$ cat src/rtl/fwd_hazard_ctrl_pkg.sv
// Shared pipeline definitions: forwarding select codes, shadow-stage record, FSM encoding.
// Latency: n/a (types and constants only).
// Backpressure: n/a.
package pipe_pkg;

  // ALU operand select encoding consumed by the execute-stage operand muxes
  localparam logic [1:0] FWD_REG   = 2'd0;  // register file value (BusA/BusB)
  localparam logic [1:0] FWD_EXMEM = 2'd1;  // prior ALU result (instruction one ahead)
  localparam logic [1:0] FWD_MEMWB = 2'd2;  // writeback value (instruction two ahead)

  // Controller FSM encoding
  localparam logic [1:0] ST_RUN      = 2'd0;
  localparam logic [1:0] ST_LU_STALL = 2'd1;
  localparam logic [1:0] ST_FROZEN   = 2'd2;

  // Shadow copy of the write-control carried by one pipeline stage
  typedef struct packed {
    logic       valid;
    logic [4:0] rw;
    logic       regwrite;
    logic       memtoreg;
  } shadow_t;

  // A stage produces a forwardable result only if it really writes a non-$0 register
  function automatic logic isWriter(input shadow_t s);
    return s.valid && s.regwrite && (s.rw != 5'd0);
  endfunction

endpackage

$ cat src/rtl/fwd_hazard_ctrl_if.sv
// ID-stage decode fields in, forwarding/stall controls and perf counters out.
// Latency: n/a (signal bundle only).
// Backpressure: stall_ifid/freeze tell the pipeline to hold; no handshake otherwise.
interface fwd_hazard_ctrl_if #(parameter int CNT_W = 32);

  logic             id_valid;
  logic [4:0]       id_rs;
  logic [4:0]       id_rt;
  logic             id_use_rs;
  logic             id_use_rt;
  logic             id_alusrc;
  logic [4:0]       id_rw;
  logic             id_regwrite;
  logic             id_memtoreg;
  logic             mem_busy;

  logic [1:0]       aluselectA;
  logic [1:0]       aluselectB;
  logic             stall_ifid;
  logic             bubble_idex;
  logic             freeze;
  logic [CNT_W-1:0] stall_cnt;
  logic [CNT_W-1:0] freeze_cnt;

  // Pipeline side: drives decode fields, consumes controls
  modport master (
    output id_valid, id_rs, id_rt, id_use_rs, id_use_rt, id_alusrc,
           id_rw, id_regwrite, id_memtoreg, mem_busy,
    input  aluselectA, aluselectB, stall_ifid, bubble_idex, freeze,
           stall_cnt, freeze_cnt
  );

  // Controller side
  modport slave (
    input  id_valid, id_rs, id_rt, id_use_rs, id_use_rt, id_alusrc,
           id_rw, id_regwrite, id_memtoreg, mem_busy,
    output aluselectA, aluselectB, stall_ifid, bubble_idex, freeze,
           stall_cnt, freeze_cnt
  );

endinterface

$ cat src/rtl/fwd_hazard_ctrl_match.sv
// Picks the forwarding source for one ALU operand from the EX/MEM shadows.
// Latency: combinational.
// Backpressure: none; loadHit flags a match on a load still in EX.
module fwd_match
  import pipe_pkg::*;
(
  input  logic [4:0] src,
  input  logic       useSrc,
  input  shadow_t    exStage,
  input  shadow_t    memStage,
  output logic [1:0] sel,
  output logic       loadHit
);

  logic exHit;
  logic memHit;

  assign exHit   = useSrc && isWriter(exStage)  && (exStage.rw  == src);
  assign memHit  = useSrc && isWriter(memStage) && (memStage.rw == src);
  assign loadHit = exHit && exStage.memtoreg;

  // Newest producer wins: EX result beats the older MEM result
  always_comb begin
    sel = FWD_REG;
    if (exHit)       sel = FWD_EXMEM;
    else if (memHit) sel = FWD_MEMWB;
  end

endmodule

$ cat src/rtl/fwd_hazard_ctrl.sv
// Operand forwarding selects, load-use stall/bubble and memory freeze for the 5-stage pipe.
// Latency: selects registered on the ID->EX advance; stall/bubble/freeze combinational.
// Backpressure: mem_busy holds every shadow, select, FSM state; load-use stalls IF/ID 1 cycle.
module fwd_hazard_ctrl
  import pipe_pkg::*;
#(
  parameter int CNT_W = 32
) (
  input logic              clk,
  input logic              rst_n,
  fwd_hazard_ctrl_if.slave bus
);

  localparam logic [CNT_W-1:0] CNT_ONE = {{(CNT_W-1){1'b0}}, 1'b1};

  // Only EX and MEM producers can be forwarded; the register file is written
  // before it is read, so an instruction retiring in WB needs no tracking.
  shadow_t          exStage;
  shadow_t          memStage;
  shadow_t          idShadow;
  logic [1:0]       selA;
  logic [1:0]       selB;
  logic             hitA;
  logic             hitB;
  logic             loadUse;
  logic             stallNow;
  logic [1:0]       aluSelA;
  logic [1:0]       aluSelB;
  logic [1:0]       state;
  logic [1:0]       savedState;
  logic [1:0]       baseState;
  logic [CNT_W-1:0] stallCnt;
  logic [CNT_W-1:0] freezeCnt;

  fwd_match uMatchA (
    .src      (bus.id_rs),
    .useSrc   (bus.id_use_rs),
    .exStage  (exStage),
    .memStage (memStage),
    .sel      (selA),
    .loadHit  (hitA)
  );

  // Operand B reads rt only when the immediate has not replaced it
  fwd_match uMatchB (
    .src      (bus.id_rt),
    .useSrc   (bus.id_use_rt & ~bus.id_alusrc),
    .exStage  (exStage),
    .memStage (memStage),
    .sel      (selB),
    .loadHit  (hitB)
  );

  assign loadUse  = bus.id_valid & (hitA | hitB);
  assign stallNow = rst_n & ~bus.mem_busy & loadUse;

  assign bus.stall_ifid  = stallNow;
  assign bus.bubble_idex = stallNow;
  assign bus.freeze      = bus.mem_busy;
  assign bus.aluselectA  = aluSelA;
  assign bus.aluselectB  = aluSelB;
  assign bus.stall_cnt   = stallCnt;
  assign bus.freeze_cnt  = freezeCnt;

  // Record entering EX: the ID instruction, or a bubble while a load-use stall is active
  always_comb begin
    idShadow          = '0;
    idShadow.valid    = bus.id_valid & ~loadUse;
    idShadow.rw       = bus.id_rw;
    idShadow.regwrite = bus.id_regwrite;
    idShadow.memtoreg = bus.id_memtoreg;
  end

  // After a freeze the controller resumes from whatever state it was in on entry
  always_comb begin
    baseState = (state == ST_FROZEN) ? savedState : state;
  end

  // Advance the shadow pipe and latch the selects for the instruction entering EX
  always_ff @(posedge clk or negedge rst_n) begin
    if (!rst_n) begin
      exStage  <= '0;
      memStage <= '0;
      aluSelA  <= FWD_REG;
      aluSelB  <= FWD_REG;
    end else if (!bus.mem_busy) begin
      exStage  <= idShadow;
      memStage <= exStage;
      aluSelA  <= idShadow.valid ? selA : FWD_REG;
      aluSelB  <= idShadow.valid ? selB : FWD_REG;
    end
  end

  // RUN / LU_STALL / FROZEN sequencing
  always_ff @(posedge clk or negedge rst_n) begin
    if (!rst_n) begin
      state      <= ST_RUN;
      savedState <= ST_RUN;
    end else if (bus.mem_busy) begin
      if (state != ST_FROZEN) savedState <= state;
      state <= ST_FROZEN;
    end else begin
      case (baseState)
        ST_RUN:      state <= loadUse ? ST_LU_STALL : ST_RUN;
        ST_LU_STALL: state <= ST_RUN;
        default:     state <= ST_RUN;
      endcase
    end
  end

  // Performance counters, free-running modulo 2^CNT_W
  always_ff @(posedge clk or negedge rst_n) begin
    if (!rst_n) begin
      stallCnt  <= '0;
      freezeCnt <= '0;
    end else if (bus.mem_busy) begin
      freezeCnt <= freezeCnt + CNT_ONE;
    end else if (baseState == ST_LU_STALL) begin
      stallCnt <= stallCnt + CNT_ONE;
    end
  end

endmodule

$ cat src/flat_wrapper.sv
// flat-port wrapper written by rule: the top's interface ports become plain ports
module fwd_hazard_ctrl_flat import pipe_pkg::*;
#(
  parameter int CNT_W = 32
)
  (clk, rst_n, bus_id_valid, bus_id_rs, bus_id_rt, bus_id_use_rs, bus_id_use_rt, bus_id_alusrc, bus_id_rw, bus_id_regwrite, bus_id_memtoreg, bus_mem_busy, bus_aluselectA, bus_aluselectB, bus_stall_ifid, bus_bubble_idex, bus_freeze, bus_stall_cnt, bus_freeze_cnt);
  fwd_hazard_ctrl_if #(.CNT_W(CNT_W)) bus_i ();
  input logic clk;
  input logic rst_n;
  input wire logic [$bits(bus_i.id_valid)-1:0] bus_id_valid;
  input wire logic [$bits(bus_i.id_rs)-1:0] bus_id_rs;
  input wire logic [$bits(bus_i.id_rt)-1:0] bus_id_rt;
  input wire logic [$bits(bus_i.id_use_rs)-1:0] bus_id_use_rs;
  input wire logic [$bits(bus_i.id_use_rt)-1:0] bus_id_use_rt;
  input wire logic [$bits(bus_i.id_alusrc)-1:0] bus_id_alusrc;
  input wire logic [$bits(bus_i.id_rw)-1:0] bus_id_rw;
  input wire logic [$bits(bus_i.id_regwrite)-1:0] bus_id_regwrite;
  input wire logic [$bits(bus_i.id_memtoreg)-1:0] bus_id_memtoreg;
  input wire logic [$bits(bus_i.mem_busy)-1:0] bus_mem_busy;
  output wire logic [$bits(bus_i.aluselectA)-1:0] bus_aluselectA;
  output wire logic [$bits(bus_i.aluselectB)-1:0] bus_aluselectB;
  output wire logic [$bits(bus_i.stall_ifid)-1:0] bus_stall_ifid;
  output wire logic [$bits(bus_i.bubble_idex)-1:0] bus_bubble_idex;
  output wire logic [$bits(bus_i.freeze)-1:0] bus_freeze;
  output wire logic [$bits(bus_i.stall_cnt)-1:0] bus_stall_cnt;
  output wire logic [$bits(bus_i.freeze_cnt)-1:0] bus_freeze_cnt;
  assign bus_i.id_valid = bus_id_valid;
  assign bus_i.id_rs = bus_id_rs;
  assign bus_i.id_rt = bus_id_rt;
  assign bus_i.id_use_rs = bus_id_use_rs;
  assign bus_i.id_use_rt = bus_id_use_rt;
  assign bus_i.id_alusrc = bus_id_alusrc;
  assign bus_i.id_rw = bus_id_rw;
  assign bus_i.id_regwrite = bus_id_regwrite;
  assign bus_i.id_memtoreg = bus_id_memtoreg;
  assign bus_i.mem_busy = bus_mem_busy;
  assign bus_aluselectA = bus_i.aluselectA;
  assign bus_aluselectB = bus_i.aluselectB;
  assign bus_stall_ifid = bus_i.stall_ifid;
  assign bus_bubble_idex = bus_i.bubble_idex;
  assign bus_freeze = bus_i.freeze;
  assign bus_stall_cnt = bus_i.stall_cnt;
  assign bus_freeze_cnt = bus_i.freeze_cnt;
  fwd_hazard_ctrl #(.CNT_W(CNT_W)) u_core (.clk(clk), .rst_n(rst_n), .bus(bus_i));
endmodule
$ cat config.mk
export PLATFORM = sky130hd
export DESIGN_NAME = fwd_hazard_ctrl_flat
export DESIGN_NICKNAME = d
export VERILOG_FILES = /design/src/rtl/fwd_hazard_ctrl_pkg.sv /design/src/rtl/fwd_hazard_ctrl_if.sv /design/src/rtl/fwd_hazard_ctrl_match.sv /design/src/rtl/fwd_hazard_ctrl.sv /design/src/flat_wrapper.sv
export SDC_FILE = /design/constraint.sdc
export NUM_CORES = 1
export LEC_CHECK = 0
export ABC_AREA = 1
export BUFFER_PORTS_ARGS = -buffer_cell sky130_fd_sc_hd__buf_2
export CORE_ASPECT_RATIO = 0.7
export CORE_MARGIN = 4
export CORE_UTILIZATION = 56
export DETAILED_ROUTE_END_ITERATION = 8
export PLACE_DENSITY = 0.81
export SLEW_MARGIN = 20
export SYNTH_ARGS = -nofsm -noshare
export SYNTH_HDL_FRONTEND = slang
export SYNTH_HIERARCHICAL = 1
export SYNTH_SLANG_ARGS = --single-unit
$ cat constraint.sdc
create_clock -name clk -period 1.67 [get_ports clk]
set_clock_uncertainty 0.05 [all_clocks]
set_input_delay 0.0835 -clock clk [delete_from_list [all_inputs] [get_ports clk]]
set_output_delay 0.0835 -clock clk [all_outputs]
set_load 0.01 [all_outputs]
== Yosys cells after proc, flatten, opt, wreduce, memory -nomap -nowiden ==
Cells that the tools add are included.
Word-level totals
  register bits after elaboration: 87
  input bits: 24
  output and inout port bits: 71
  logic and storage cells: 60
Cells by class
  $add $sub $neg: 2
  equality and inequality tests: 7
  multiplexer cells: 10
  bitwise operators: 9
  reductions and logical operators: 19
Operators by type and width (number)
  adder 32 x 1 -> 32 bit, second input constant: 2
  equality test 5 bit: 4
  2-to-1 mux 2 bit: 9
  logical AND 1 bit: 14
  nonzero test 5 bit: 2
  bitwise AND 1 bit: 5
  AND reduction 2 bit: 2
  inverter 1 bit: 3
  equality test 2 x 1 -> 1 bit, second input constant: 1
  equality test 2 bit, second input constant: 1
  zero test 2 bit: 1
  != test 2 bit, second input constant: 1
  2-to-1 mux 1 bit: 1
  bitwise OR 1 bit: 1

== Longest topological paths before layout ==
  depth in word-level cells: 10
  mapped depth: 9

== Modules after synthesis ==
The synthesis kept the hierarchy.
Modules (own cells, without submodules)
  fwd_hazard_ctrl: instances 1, cells each 558, area an instance 4463.0 um2, sequential area each 2202.1 um2
  fwd_match: instances 2, cells each 63, area an instance 265.3 um2, sequential area each 0.0 um2

== Least setup slack after synthesis ==
No wires, ideal clock.
  path kind: reg2reg
  from: reg u_core.freezeCnt[0] (netlist: u_core/bus.freeze_cnt[0])
  to: reg u_core.freezeCnt[14] (netlist: u_core/bus.freeze_cnt[14])
  library setup time: 0.126 ns
  arrival time: 1.295 ns
  required time: 1.494 ns
  slack: 0.199 ns
  stages on the path, launching flop included: 8
  path buffers: 0
  path through: dfrtp_1 ha_1 nand2_1 nor2_1 nand2_1 nor2_1 nand2_1 xnor2_1
On the way
  cells in the longest elaborated chain, start to end: 1
Ends and longest elaborated chain
  start, declared: line fwd_hazard_ctrl.sv:33  | logic [CNT_W-1:0] freezeCnt;
  start signal, assigned: line fwd_hazard_ctrl.sv:117  | freezeCnt <= freezeCnt + CNT_ONE;
  adder 32 x 1 -> 32 bit: line fwd_hazard_ctrl.sv:117
Every way passes these cells.
A chain may end at the register's enable or synchronous reset.

== Worst setup path in the final report ==
  from: reg, netlist name u_core/exStage[4]
  to: out bus_stall_ifid
On the way
  cells in the longest elaborated chain, start to end: 8
Ends and longest elaborated chain
  nonzero test 5 bit: line fwd_hazard_ctrl_pkg.sv:26  | return s.valid && s.regwrite && (s.rw != 5'd0);
  logical AND 1 bit: line fwd_hazard_ctrl_pkg.sv:26
  logical AND 1 bit: line fwd_hazard_ctrl_match.sv:18  | assign exHit = useSrc && isWriter(exStage) && (exStage.rw == src);
  logical AND 1 bit (*): line fwd_hazard_ctrl_match.sv:18
  logical AND 1 bit (*): line fwd_hazard_ctrl_match.sv:20  | assign loadHit = exHit && exStage.memtoreg;
  named net u_core.hitB: line fwd_hazard_ctrl.sv:24  | logic hitB;
  bitwise OR 1 bit (*): line fwd_hazard_ctrl.sv:54  | assign loadUse = bus.id_valid & (hitA | hitB);
  bitwise AND 1 bit (*): line fwd_hazard_ctrl.sv:54
  bitwise AND 1 bit (*): line fwd_hazard_ctrl.sv:55  | assign stallNow = rst_n & ~bus.mem_busy & loadUse;
  end, declared: line flat_wrapper.sv:22  | output wire logic [$bits(bus_i.stall_ifid)-1:0] bus_stall_ifid;
Mark *: on every way through the listed nets, which the timed path passes. The rest lies on a longest branch.

==> summary.txt <==
Outcome: complete, but fails checks
Failing checks: negative setup slack
Clk root buf: clkbuf_16
Netlist Area Pre-Place: 0.00496 mm2
Max Buffers Root-to-Sink: 2
Ys Warns: 6
Starting Density: 58.0%
Total die area: 0.0105 mm2
# nets final: 831
Comb power frac: 13.4%
# IOs: 95
P_int: 3690 uW
DRT Pass-1 Iters: 7
Core Box Area: 0.00855 mm2
Later-pin clock latency in the skew report: 0.34 ns
First-pass GRT wire length: 22,000 um
Chip height: 86.7 um
Worst slew pin tran: 0.470 ns
Fmax: 548 MHz
Max-Cap Viols: 0
Clock network power share: 39.8%
Most frequent cells in the layout: nand2_1, inv_1, buf_2
WL per Instance: 14.6 um
Syn Area/Cell: 7.28 um2
CTS tree: yes
Setup violators final: 5
Pleak: 0.00331 uW
ANT cells: 0
Slew margin rel.: 68.7%
Pin count of the biggest net entering global routing: 88
Area grow syn2layout: 25.0%
Initial antenna violation count: 0
Worst-path clk slew: 0.06 ns
Final period util: 109%
Placed cells: 892
Peak VDD IR: 0.000754 V
GR Overflow Total: 0
Syn_nets: 707
Final core utilization: 72.5%
Final HPWL DP: 9570 um
Hold Crit Class: primary input to flip-flop
Share of power burned in registers: 46.7%
DIE WIDTH: 120 um
Net Switching: 1390 uW
Max Slew Vio Count: 0
Row count: 28
Hold Slack: 0.0565 ns
Fin worst setup slack: -0.154 ns
Final hold viol count: 0
Share of cells above drive strength 1: 22.1%
DRT Wirelength: 13,600 um
CTS buffer count: 9
Placer Congestion: 0.973
Detailed Route Iter0 Violations: 514
Critical path peak fanout: 7
Cells after synthesis: 681
Vias per cell: 5.23
Routed Antenna Nets: 0
All-layer global routing usage: 26.5%
Via count: 4,868
RSZ-0062 raised after global routing: yes
CTS H-Tree Depth: 3
Sw frac: 27.4%
Crit start category: flip-flop
Most common cell after layout, fill and taps aside: nand2_1
Port Buffers: 94
Place WS: -0.0767 ns
Req. time, crit path: 1.54 ns
CTS sink count: 87
Remaining routing DRC violations: 0
PD cells: 820 mW/mm2
Critical path class: flip-flop to output port
Vias in the first global route: 4,590
Power Total: 5080 uW
Worst setup EP type: output port
Final Critical Period: 1.82 ns
Crit path arrival time: 1.69 ns
Fin cells: 930
## critical path, stage by stage (launching register included)
cell and delay (ns):
dfrtp_2 0.45, nor2_1 0.12, nand3_1 0.14, a21oi_4 0.22
nor3_4 0.06, nor2_2 0.16, nor2_2 0.06, buf_2 0.14
## metal layers
layer  GRT usage (%)  vias to the layer above  wire length [um]
met2            39.7                      235              6050
met1            37.2                     2274              6040
met4            7.92                        0               197
met5               0                        -                 0
met3            8.55                       22              1330
li1                -                     2337                 -
## power groups by stage
stage	logic, uW	clock network, uW	registers [uW]
after floorplan	317	0	2420
after global placement	593	0	2400
after detailed placement	614	0	2410
after CTS	644	2050	2370
after global routing	769	2150	2400
final	683	2020	2370
## registers in the layout (all words and copies together), names as in the netlist
name	flops
u_core/state	2
u_core/savedState	2
u_core/bus.freeze_cnt	32
u_core/bus.aluselectB	2
u_core/bus.aluselectA	2
u_core/bus.stall_cnt	32
u_core/memStage	7
u_core/exStage	8
## worst paths after layout
kind	startpoint	depth (start not counted)	to	slack, ns
max	u_core/exStage[4]$_DFFE_PN0N_	7	bus_stall_ifid	-0.15
min	bus_mem_busy	3	u_core/savedState[0]$_DFFE_PN0P_	0.06
max reg2reg	u_core/exStage[4]$_DFFE_PN0N_	8	u_core/bus.aluselectA[1]$_DFFE_PN0N_	-0.01
min reg2reg	u_core/bus.aluselectB[1]$_DFFE_PN0N_	2	u_core/bus.aluselectB[1]$_DFFE_PN0N_	0.44
max in group asynchronous	rst_n	3	u_core/exStage[6]$_DFFE_PN0N_	0.86
min in group asynchronous	rst_n	3	u_core/bus.freeze_cnt[8]$_DFFE_PN0P_	0.31
## stage by stage
step	area [um2]	TNS [ns]
after CTS	6030	-0.287
after global routing	6200	-1.51
after floorplan	4960	0
after global placement	5590	0
final	6200	-0.347
after detailed placement	5590	-0.167
## final cells by class
class / instances / area, um2
clock inverters: 3 / 42.5
flip-flops and latches: 87 / 2180
well taps: 120 / 150
multi-input cells: 468 / 2410
fillers: 687 / 2350
repair buffers: 123 / 728
clock buffers: 13 / 250
inverters: 116 / 435
## timing repair
| item | CTS | global route |
|---|---|---|
| resized for setup | 12 | 26 |
| hold endpoints to repair | 96 | 0 |
| setup endpoints to repair | 11 | 34 |
| pin swaps | 4 | 5 |
| hold buffers | 10 | 0 |
| setup buffers | 2 | 10 |
(Power assumes the default switching activity.)
